===== src/rtl/thread_fetch_scheduler_pkg.sv =====
// Shared constants and the thread-ID type used by the fetch scheduler and the downstream pipe registers.
// Defaults give four threads with a 9-bit instruction address.
package thread_fetch_scheduler_pkg;

  localparam int DEF_INST_ADDR_WIDTH = 9;
  localparam int DEF_THREAD_BITS     = 2;
  localparam int DEF_NUM_THREADS     = 2 ** DEF_THREAD_BITS;

  typedef logic [DEF_THREAD_BITS-1:0] thread_id_t;

endpackage


===== src/rtl/thread_fetch_scheduler_rr_thread_select.sv =====
// Finds the first set bit in mask, searching circularly from last+1; grant_valid is low when mask is empty.
// Purely combinational (0 cycles); it has no flow control.
module rr_thread_select #(
  parameter int THREAD_BITS = 2
) (
  input  logic [(2**THREAD_BITS)-1:0] mask,
  input  logic [THREAD_BITS-1:0]      last,
  output logic [THREAD_BITS-1:0]      grant_id,
  output logic                        grant_valid
);

  localparam int NUM_THREADS = 2 ** THREAD_BITS;

  logic [THREAD_BITS-1:0] idx;

  // Offsets 1..NUM_THREADS, so last itself is tried only after every other thread.
  always_comb begin
    grant_id    = '0;
    grant_valid = 1'b0;
    idx         = '0;
    for (int i = 1; i <= NUM_THREADS; i++) begin
      idx = last + THREAD_BITS'(i);
      if (!grant_valid && mask[idx]) begin
        grant_valid = 1'b1;
        grant_id    = idx;
      end
    end
  end

endmodule


===== src/rtl/thread_fetch_scheduler.sv =====
// Round-robin fetch scheduler: one PC per thread; each stall-free cycle it issues one enabled thread.
// Outputs are registered one cycle after selection; stall freezes issue, pipe_en = ~stall, and redirects still apply.
module thread_fetch_scheduler
  import thread_fetch_scheduler_pkg::*;
#(
  parameter int INST_ADDR_WIDTH = DEF_INST_ADDR_WIDTH,
  parameter int THREAD_BITS     = DEF_THREAD_BITS
) (
  input  logic                          clk,
  input  logic                          reset,
  input  logic                          stall,
  input  logic [(2**THREAD_BITS)-1:0]   thread_en,
  input  logic                          redirect_valid,
  input  logic [THREAD_BITS-1:0]        redirect_thread,
  input  logic [INST_ADDR_WIDTH-1:0]    redirect_addr,
  output logic [THREAD_BITS-1:0]        thread_id_out,
  output logic [INST_ADDR_WIDTH-1:0]    inst_addr_out,
  output logic                          fetch_valid,
  output logic                          pipe_en
);

  localparam int NUM_THREADS = 2 ** THREAD_BITS;

  logic [INST_ADDR_WIDTH-1:0] pc [NUM_THREADS];
  logic [THREAD_BITS-1:0]     last;
  logic [THREAD_BITS-1:0]     grant_id;
  logic                       grant_valid;

  rr_thread_select #(
    .THREAD_BITS (THREAD_BITS)
  ) u_select (
    .mask        (thread_en),
    .last        (last),
    .grant_id    (grant_id),
    .grant_valid (grant_valid)
  );

  assign pipe_en = ~stall;

  always_ff @(posedge clk) begin
    if (reset) begin
      for (int i = 0; i < NUM_THREADS; i++) begin
        pc[i] <= '0;
      end
      last          <= '1;
      thread_id_out <= '0;
      inst_addr_out <= '0;
      fetch_valid   <= 1'b0;
    end else begin
      if (!stall) begin
        if (grant_valid) begin
          thread_id_out <= grant_id;
          inst_addr_out <= pc[grant_id];
          fetch_valid   <= 1'b1;
          last          <= grant_id;
          pc[grant_id]  <= pc[grant_id] + 1'b1;
        end else begin
          fetch_valid   <= 1'b0;
        end
      end
      // Placed after the increment so a same-cycle redirect of the issuing thread wins.
      if (redirect_valid) begin
        pc[redirect_thread] <= redirect_addr;
      end
    end
  end

endmodule


===== config.mk =====
export PLATFORM = sky130hd
export DESIGN_NAME = thread_fetch_scheduler
export DESIGN_NICKNAME = d
export VERILOG_FILES = /design/src/rtl/thread_fetch_scheduler_pkg.sv /design/src/rtl/thread_fetch_scheduler_rr_thread_select.sv /design/src/rtl/thread_fetch_scheduler.sv
export SDC_FILE = /design/constraint.sdc
export NUM_CORES = 1
export LEC_CHECK = 0
export CAP_MARGIN = 20
export CORE_UTILIZATION = 61
export CTS_CLUSTER_SIZE = 24
export DETAILED_ROUTE_END_ITERATION = 8
export HOLD_SLACK_MARGIN = 0.15
export PLACE_DENSITY = 0.84
export SYNTH_ARGS = -nofsm -noshare
export SYNTH_HDL_FRONTEND = slang
export SYNTH_SLANG_ARGS = --single-unit
export TNS_END_PERCENT = 10

===== constraint.sdc =====
create_clock -name clk -period 7.2 [get_ports clk]
set_input_delay 1.44 -clock clk [delete_from_list [all_inputs] [get_ports clk]]
set_output_delay 1.44 -clock clk [all_outputs]
set_load 0.03 [all_outputs]

==> results of run 1 <==
-- cell usage in the layout, fill, tap and decap left out, drive strengths merged, types with 3 or more instances in the layout --
master         netlist  final
a211o                5      5
mux2                 6      6
nand2b               3      3
nor4                 4      4
inv                  6      6
nor2                13     13
nor3                 6      6
mux2i               25     25
nand3               17     17
edfxtp              36     36
nand2               52     52
dfxtp               14     14
buf                  6      3
clkbuf              13      8
a22o                 4      4
clkdlybuf4s50        0     31
a21oi               15     15
o211ai              12     12
o21ai               18     18
or3                  4      4
nand4                5      5
a211oi               7      7
or4                  8      8
-- tightest hold or removal path, delay by kind of cell, from the launching register on --
family,cells,cell delay (ps)
DFF,1,320
and+or+nand+nor,1,50
AOI/OAI and AO/OA,1,50
-- worst min-delay path by stage --
| stage | startpoint | endpoint | slack, ps | cells past startpoint |
|---|---|---|---|---|
| final | inst_addr_out[5] | inst_addr_out[5] | 460 | 2 |
| after global routing | thread_id_out[1] | thread_id_out[1] | 490 | 2 |
| after CTS | inst_addr_out[5] | inst_addr_out[5] | 460 | 2 |
| after detailed placement | inst_addr_out[5] | inst_addr_out[5] | 450 | 2 |
| after global placement | inst_addr_out[5] | inst_addr_out[5] | 440 | 2 |
| after floorplan | last[1] | last[1] | 580 | 2 |
-- flip-flops by register name, indices dropped and copies added (netlist names) --
name	cells
fetch_valid	1
inst_addr_out	9
thread_id_out	2
last	2
pc	36
-- metrics by stage --
stage               util, %  setup WS [ps]
floorplan                 -           3240
global placement       72.1           1900
detailed placement     72.1           1740
CTS                    74.4           2050
global route           74.4           1770
finish                 74.4           2010
-- per-layer routing --
layer  track usage, %  part of all wire [%]  vias up
met4             16.7                   4.4        0
met2             50.2                    45      201
met3             6.98                    12       40
li1                 -                     -     1149
met1             41.2                    39     1145
met5                0                     0        -
-- cell families after synthesis --
group           count (synthesis)
simple gates                  122
compound gates                 65
flops                          50
mux                            31
buf+inv                        25
xor+xnor                        2
fa+ha+maj                       1
-- area by class of cell --
cell class	instances	area (sq um)
fill	294	1150
sequential	50	1360
tap	52	65.1
inverter	6	22.5
multi-input combinational	221	1440
timing repair buffer	34	333
clock buffer	8	101
-- power by group through the flow --
stage	registers [uW]	clock network [uW]	logic, uW
floorplan	363	0	117
global placement	353	0	179
detailed placement	354	0	184
CTS	348	181	185
global route	350	192	202
finish	348	184	189
==> reports/metrics.cfg, run 1 <==
[outcome]
status=finished, violations left
failed_checks=DRC

[sta]
whs_ps=456
finalSetupTns_ps=0
fmax_ghz=0.193
final-setup-viol-count=0
finalHoldViolCount=0
finClkSkew_ps=6.81
fin_crit_sh_pct=72.0
grt_setup_unrepaired=no
slew_headroom_pct=27.6
min_period_ps=5190
worst_pin_slew_ps=1080
slew_violations=0

[critical_path]
r2r-start=last[0]
crit_required_ps=7370
r2r_cells=8
r2r_end=pc[0][8]
r2r_slack_ps=3280
crit_path_end=pc[0][8]
path_max_fanout=20
cp.depth=9
slowest_delay_ps=860
cpLargestDelayFamily=simple AND/OR/NAND/NOR gates
cp-end-kind=flip-flop
startpoint=thread_en[1]
crit_chain=clkdlybuf4s50_1, o21a_2, a211oi_4, buf_4, mux2i_1, mux2i_1, nand4_1, or4_1, nand3_1
start_kind=primary input
slowest_stage=a211oi_4
critPathArrivalTime_ps=5360
cp_common_cell=mux2i_1
crit_type=primary input to flip-flop
path_buf_inv=2

[logic_synthesis]
synth_xor_area_share_pct=0.600
synth_top_family_by_area=simple AND/OR/NAND/NOR gates
ys_ff_latch=50
post_synth_and_or_nand_nor_area_fraction_pct=20.9
ys_warn_count=0
avgSynthCellArea_sq_um=9.87
ys_types=48
synth_fp_nets=316
async_flop_share_pct=0
synthAdderAreaFrac_pct=0.428
ys.flop_type=edfxtp_1
synth.cell_area_sq_um=2920
synthesis.instances=296
synth_top_area_share_pct=37.0
yosys-top-cells-area=edfxtp_1 37%, dfxtp_1 9.6%, mux2i_1 6.9%
synthMuxAreaShare_pct=12.1
yosysSeqAreaShare_pct=46.6
yosys.area.top_type=edfxtp_1
synth_edf_count=36
yosys-top-cells-count=52 x nand2_1, 36 x edfxtp_1, 20 x mux2i_1, 17 x o21ai_0
synth_compound_area_share_pct=15.2
post-synth-top-count-cell=nand2_1

[clocking]
clock_latency_ps=310
cts_sinks=50
clk_pin_slew_ps=90
clockBufferDepth=2
clock-root-buffer=clkbuf_8
post_cts_resized=0
cts_tree=yes
cts_buffers=5
post-cts-setup-buffers=0
hold_buffers=0
cts_max_level=2

[global_route]
grt_max_degree=25
track_usage_pct=31.8
antenna_found_initial=0
grt_pass1_wl_um=12200
grt_overflow=0
first_global_vias=2445

[floorplan]
fp.coreArea_sq_um=4470
start_util_pct=65.3
pin_count=32
die_area_sq_um=5070
core.rowCount=24
die_height_um=71.2
fp.dieW_um=71.2

[final_layout]
syn_to_final_growth_pct=13.9
stdcell_count=371
drive_above_1_share_pct=9.72
stdcell_area_sq_um=3330
layout.nets=338
diodes=0

[place]
dpl_cell_area_sq_um=3230
dpl.hpwl_um=5010
dp_cells=363
io_buffer_count=31
gp_congestion=0.940

[power_and_ir_drop]
vdd_ir_drop_max_mv=0.131
power_uw=721
switchingPower_uw=224
p_per_area_nw_per_um2=217
leakagePower_uw=0.00121
combPwrFrac_pct=26.2
swShare_pct=31.1
p_clk_share_pct=25.5
p_int_uw=497
sequentialPowerShare_pct=48.3

[detailed_routing]
drtIter0Drc=371
drcViolationCount=2
ant_nets=0
wl_per_cell_um=20.0
dr.pass1.iters=7
routed_wl_um=7420
vias=2535
avgViaCountPerCell=6.83

[run]
max-cap-violations=0

[worst_hold_path]
hold_path_class=flip-flop to flip-flop

Note: power is estimated with default switching activity, not from simulation.
==> run 2, diff against run 1 <==
- CORE_UTILIZATION: 61 -> 56
- PLACE_DENSITY: 0.84 -> 0.78
- clock period: 7.2 -> 5.32 ns (I/O delays scaled with it)
==> run 2 against run 1 <==
  * The flow now finishes without violations
  * Clock skew up 2.0 ps
  * Global-route usage down 2.4 points
  * Clock power up 17%
  * Worst setup slack worse by 1100 ps
  * Sequential power up 35%
  * Die area up 8.7%
  * Combinational power up 40%
  * First-iteration DRC count down 48%
  * Worst hold slack about the same
  * Critical endpoint is now pc[0][2]
  * Largest power group unchanged
==> reports/metrics.cfg, run 2 (same netlist as run 1, synthesis figures left out) <==
[outcome]
status=finished clean

[global_route]
antenna_found_initial=0
track_usage_pct=29.4
grt_max_degree=25
first_global_vias=2350
grt_overflow=0
grt_pass1_wl_um=11900

[critical_path]
slowest_delay_ps=860
startpoint=thread_en[1]
r2r_end=pc[0][2]
r2r_slack_ps=1850
critPathArrivalTime_ps=4410
start_kind=primary input
r2r-start=last[0]
slowest_stage=a211oi_4
crit_type=primary input to flip-flop
path_max_fanout=15
crit_required_ps=5360
crit_path_end=pc[0][2]
cpLargestDelayFamily=compound AO/OA/AOI/OAI gates
crit_chain=clkdlybuf4s50_1, o21a_2, a211oi_4, mux2i_1, mux2_2, inv_1, ha_1, inv_1, nor2_1, o21ai_0, o21ai_0
cp.depth=11
r2r_cells=10
cp-end-kind=flip-flop
path_buf_inv=3

[final_layout]
stdcell_area_sq_um=3400
layout.nets=349
syn_to_final_growth_pct=16.5
regMostFlops=pc
drive_above_1_share_pct=12.7
fill_cells=402
reg.largest.list=pc: 36 flops, inst_addr_out: 9 flops
largest_register_ffs=36
final_common_cell=nand2_1
fin_util_pct=69.8
ff_latch_area_sq_um=1360
layout_common_cells=52 x nand2_1, 36 x edfxtp_1, 31 x clkdlybuf4s50_1
diodes=0
multi_input_area_sq_um=1440

[place]
dpl.hpwl_um=5180
gp_congestion=0.904
io_buffer_count=31
pre_cts_slack_ps=709
dpl_cell_area_sq_um=3320

[floorplan]
fp.dieW_um=74.2
die_area_sq_um=5510
pin_count=32
start_util_pct=59.9
fp.coreArea_sq_um=4880
core.rowCount=25
die_height_um=74.2

[clocking]
clock_latency_ps=300
cts_sinks=50
clk_pin_slew_ps=90
cts_buffers=5
clock-root-buffer=clkbuf_8
cts_max_level=2
hold_buffers=0
post-cts-setup-buffers=0
cts_tree=yes
clockBufferDepth=2
post_cts_resized=0

[sta]
fin_crit_sh_pct=82.0
slew_violations=0
min_period_ps=4360
worst_pin_slew_ps=1020
fmax_ghz=0.229
finClkSkew_ps=8.82
timing.final.ws_setup_ps=955
grt_setup_unrepaired=no
finalHoldViolCount=0
final-setup-viol-count=0
slew_headroom_pct=32.0
finalSetupTns_ps=0

[worst_hold_path]
whs_path_depth=2
hold_path_class=flip-flop to flip-flop

[power_and_ir_drop]
leakagePower_uw=0.00125
vdd_ir_drop_max_mv=0.191
p_per_area_nw_per_um2=279

[detailed_routing]
dr.pass1.iters=5
drtIter0Drc=194
vias=2542
ant_nets=0
drcViolationCount=0
wl_per_cell_um=18.7
routed_wl_um=7420
avgViaCountPerCell=6.40

[run]
max-cap-violations=0

run 2: tightest hold or removal path, cell delays in order, from the launching register on:
cell and delay [ps]:
dfxtp_1 310, nand2_1 50, a21oi_1 50
run 2: how the worst min path moves through the flow:
stage                          start               end  slack (ps)
floorplan                    last[1]           last[1]         580
global placement    inst_addr_out[1]  inst_addr_out[1]         450
detailed placement  inst_addr_out[1]  inst_addr_out[1]         450
CTS                 inst_addr_out[1]  inst_addr_out[1]         460
global route        inst_addr_out[8]  inst_addr_out[8]         480
finish              thread_id_out[1]  thread_id_out[1]         460
run 2: metrics by stage:
step / cells / total power [uW] / hold slack, ps
floorplan: 296 / 649 / 576
global placement: 389 / 731 / 446
detailed placement: 389 / 738 / 446
CTS: 397 / 946 / 459
global route: 397 / 985 / 479
finish: 397 / 949 / 456
run 2: cell type report:
| class | instances | share of cell area (%) |
|---|---|---|
| multi-input cells | 221 | 42.3 |
| well taps | 67 | 2.46 |
| repair buffers | 45 | 12.2 |
| flip-flops and latches | 50 | 40.0 |
| clock inverters | 2 | 0.294 |
| inverters | 6 | 0.662 |
| clock buffers | 6 | 2.13 |
run 2: power by group:
group / switching (uW) / leakage [uW] / internal (uW)
sequential: 13.3 / 0.000495 / 457
clock: 124 / 0.0000450 / 91.5
combinational: 162 / 0.000715 / 102
run 2: metal layers:
layer / GRT usage (%) / part of all wire [%] / vias up
li1: - / - / 1174
met1: 40.0 / 43 / 1226
met2: 48.1 / 48 / 128
met3: 5.69 / 7.6 / 14
met4: 8.60 / 1.6 / 0
met5: 0 / 0 / -
==> run 3, diff against run 2 <==
- clock period: 5.32 -> 4.3 ns (I/O delays scaled with it)
==> run 3 against run 2 <==
  * Routed wire length barely moved
  * Non-clock buffer count rose by 5
  * Sequential power rose by 24%
  * Total power rose by 31%
  * Register-to-register slack got worse by 580 ps
  * Clock skew barely moved
  * Global-route usage fell by 1.1 points
  * Utilization rose by 1.5 points
==> reports/metrics.cfg, run 3 (same netlist as run 1, synthesis figures left out) <==
[global_route]
first_global_vias=2181
antenna_found_initial=0
grt_overflow=0
grt_max_degree=24
track_usage_pct=28.3
grt_pass1_wl_um=11300

[sta]
worst_pin_slew_ps=776
finalHoldViolCount=0
fin_crit_sh_pct=84.4
finClkSkew_ps=8.54
grt_setup_unrepaired=no
finalSetupTns_ps=0
final-setup-viol-count=0
whs_ps=457
slew_headroom_pct=47.8
fmax_ghz=0.276
slew_violations=0
min_period_ps=3630

[clocking]
cts_max_level=2
cts_tree=yes
cts_sinks=50
post_cts_resized=0
post-cts-setup-buffers=0
clock-root-buffer=clkbuf_8
cts_buffers=5
clock_latency_ps=310
clk_pin_slew_ps=90
clockBufferDepth=2
hold_buffers=0

[outcome]
status=finished clean

[critical_path]
slowest_delay_ps=460
crit_type=primary input to flip-flop
slowest_stage=clkdlybuf4s50_1
critPathArrivalTime_ps=3670
r2r_cells=10
path_max_fanout=8
r2r_slack_ps=1270
start_kind=primary input
cp-end-kind=flip-flop
crit_required_ps=4340
r2r_end=pc[0][2]
r2r-start=last[0]
crit_chain=clkdlybuf4s50_1, o21a_2, a211oi_4, mux2i_1, mux2_2, inv_1, ha_1, inv_1, nor2_1, o21ai_0, o21ai_0

[floorplan]
fp.dieW_um=74.2
fp.coreArea_sq_um=4880
pin_count=32
die_height_um=74.2
die_area_sq_um=5510
start_util_pct=59.9
core.rowCount=25

[place]
dpl_cell_area_sq_um=3370
io_buffer_count=31
dpl.hpwl_um=5070
gp_congestion=0.945

[detailed_routing]
avgViaCountPerCell=6.40
drtIter0Drc=264
wl_per_cell_um=18.5
dr.pass1.iters=5
routed_wl_um=7420
ant_nets=0
drcViolationCount=0
vias=2573

[final_layout]
multi_input_area_sq_um=1440
regMostFlops=pc
layout.nets=354
layout_common_cells=52 x nand2_1, 36 x edfxtp_1, 31 x clkdlybuf4s50_1
ff_latch_area_sq_um=1360
syn_to_final_growth_pct=19.1
final_common_cell=nand2_1
reg.largest.list=pc: 36 flops, inst_addr_out: 9 flops
stdcell_area_sq_um=3480
drive_above_1_share_pct=14.3
diodes=0
fill_cells=396
largest_register_ffs=36

[power_and_ir_drop]
leakagePower_uw=0.00130
vdd_ir_drop_max_mv=0.267
p_per_area_nw_per_um2=358

[worst_hold_path]
hold_path_class=flip-flop to flip-flop
holdPathEnd=inst_addr_out[1]
holdCritStartpoint=inst_addr_out[1]
whs_path_depth=2

[run]
max-cap-violations=0

[run 3: final cells by class]
type | count | area share, %
Inverter | 6 | 0.647
Tap cell | 67 | 2.41
Multi-Input combinational cell | 221 | 41.4
Clock buffer | 7 | 2.91
Clock inverter | 1 | 0.180
Timing Repair Buffer | 50 | 13.4
Sequential cell | 50 | 39.1
[run 3: through the flow]
stage | setup WS, ps | utilization, % | total power, uW | std cells
CTS | 734 | 71.3 | 1240 | 402
global placement | 540 | 69.1 | 924 | 394
finish | 670 | 71.3 | 1240 | 402
global route | 547 | 71.3 | 1280 | 402
floorplan | 920 | - | 803 | 296
detailed placement | 418 | 69.1 | 929 | 394
[run 3: how the worst max path moves through the flow]
stage | start | to | slack [ps]
3_5_place_dp | thread_en[0] | pc[0][2] | 420
4_1_cts | thread_en[1] | pc[0][2] | 730
6_report | thread_en[0] | pc[0][2] | 670
2_1_floorplan | thread_en[3] | pc[3][8] | 920
5_1_grt | thread_en[0] | pc[0][2] | 550
3_3_place_gp | thread_en[1] | pc[1][2] | 540
[run 3: metal layers]
metal	up-vias	global-route usage [%]	routed length, um
met1	1221	39.1	3230
li1	1188	-	-
met4	0	8.60	130
met2	150	45.3	3390
met5	-	0	0
met3	14	5.83	666
[run 3: power breakdown]
group | leakage [uW] | switching, uW | internal [uW]
registers | 0.000495 | 16.8 | 565
logic | 0.000745 | 203 | 139
clock network | 0.0000573 | 163 | 157
total | 0.00130 | 383 | 861
[run 3: critical path, delay by kind of cell]
| family | cells | cell delay, ps |
|---|---|---|
| adder cells (fa/ha/maj) | 1 | 300 |
| buffers and inverters | 3 | 710 |
| multiplexers | 2 | 420 |
| AO/OA/AOI/OAI | 4 | 1310 |
| AND/OR/NAND/NOR | 1 | 70 |
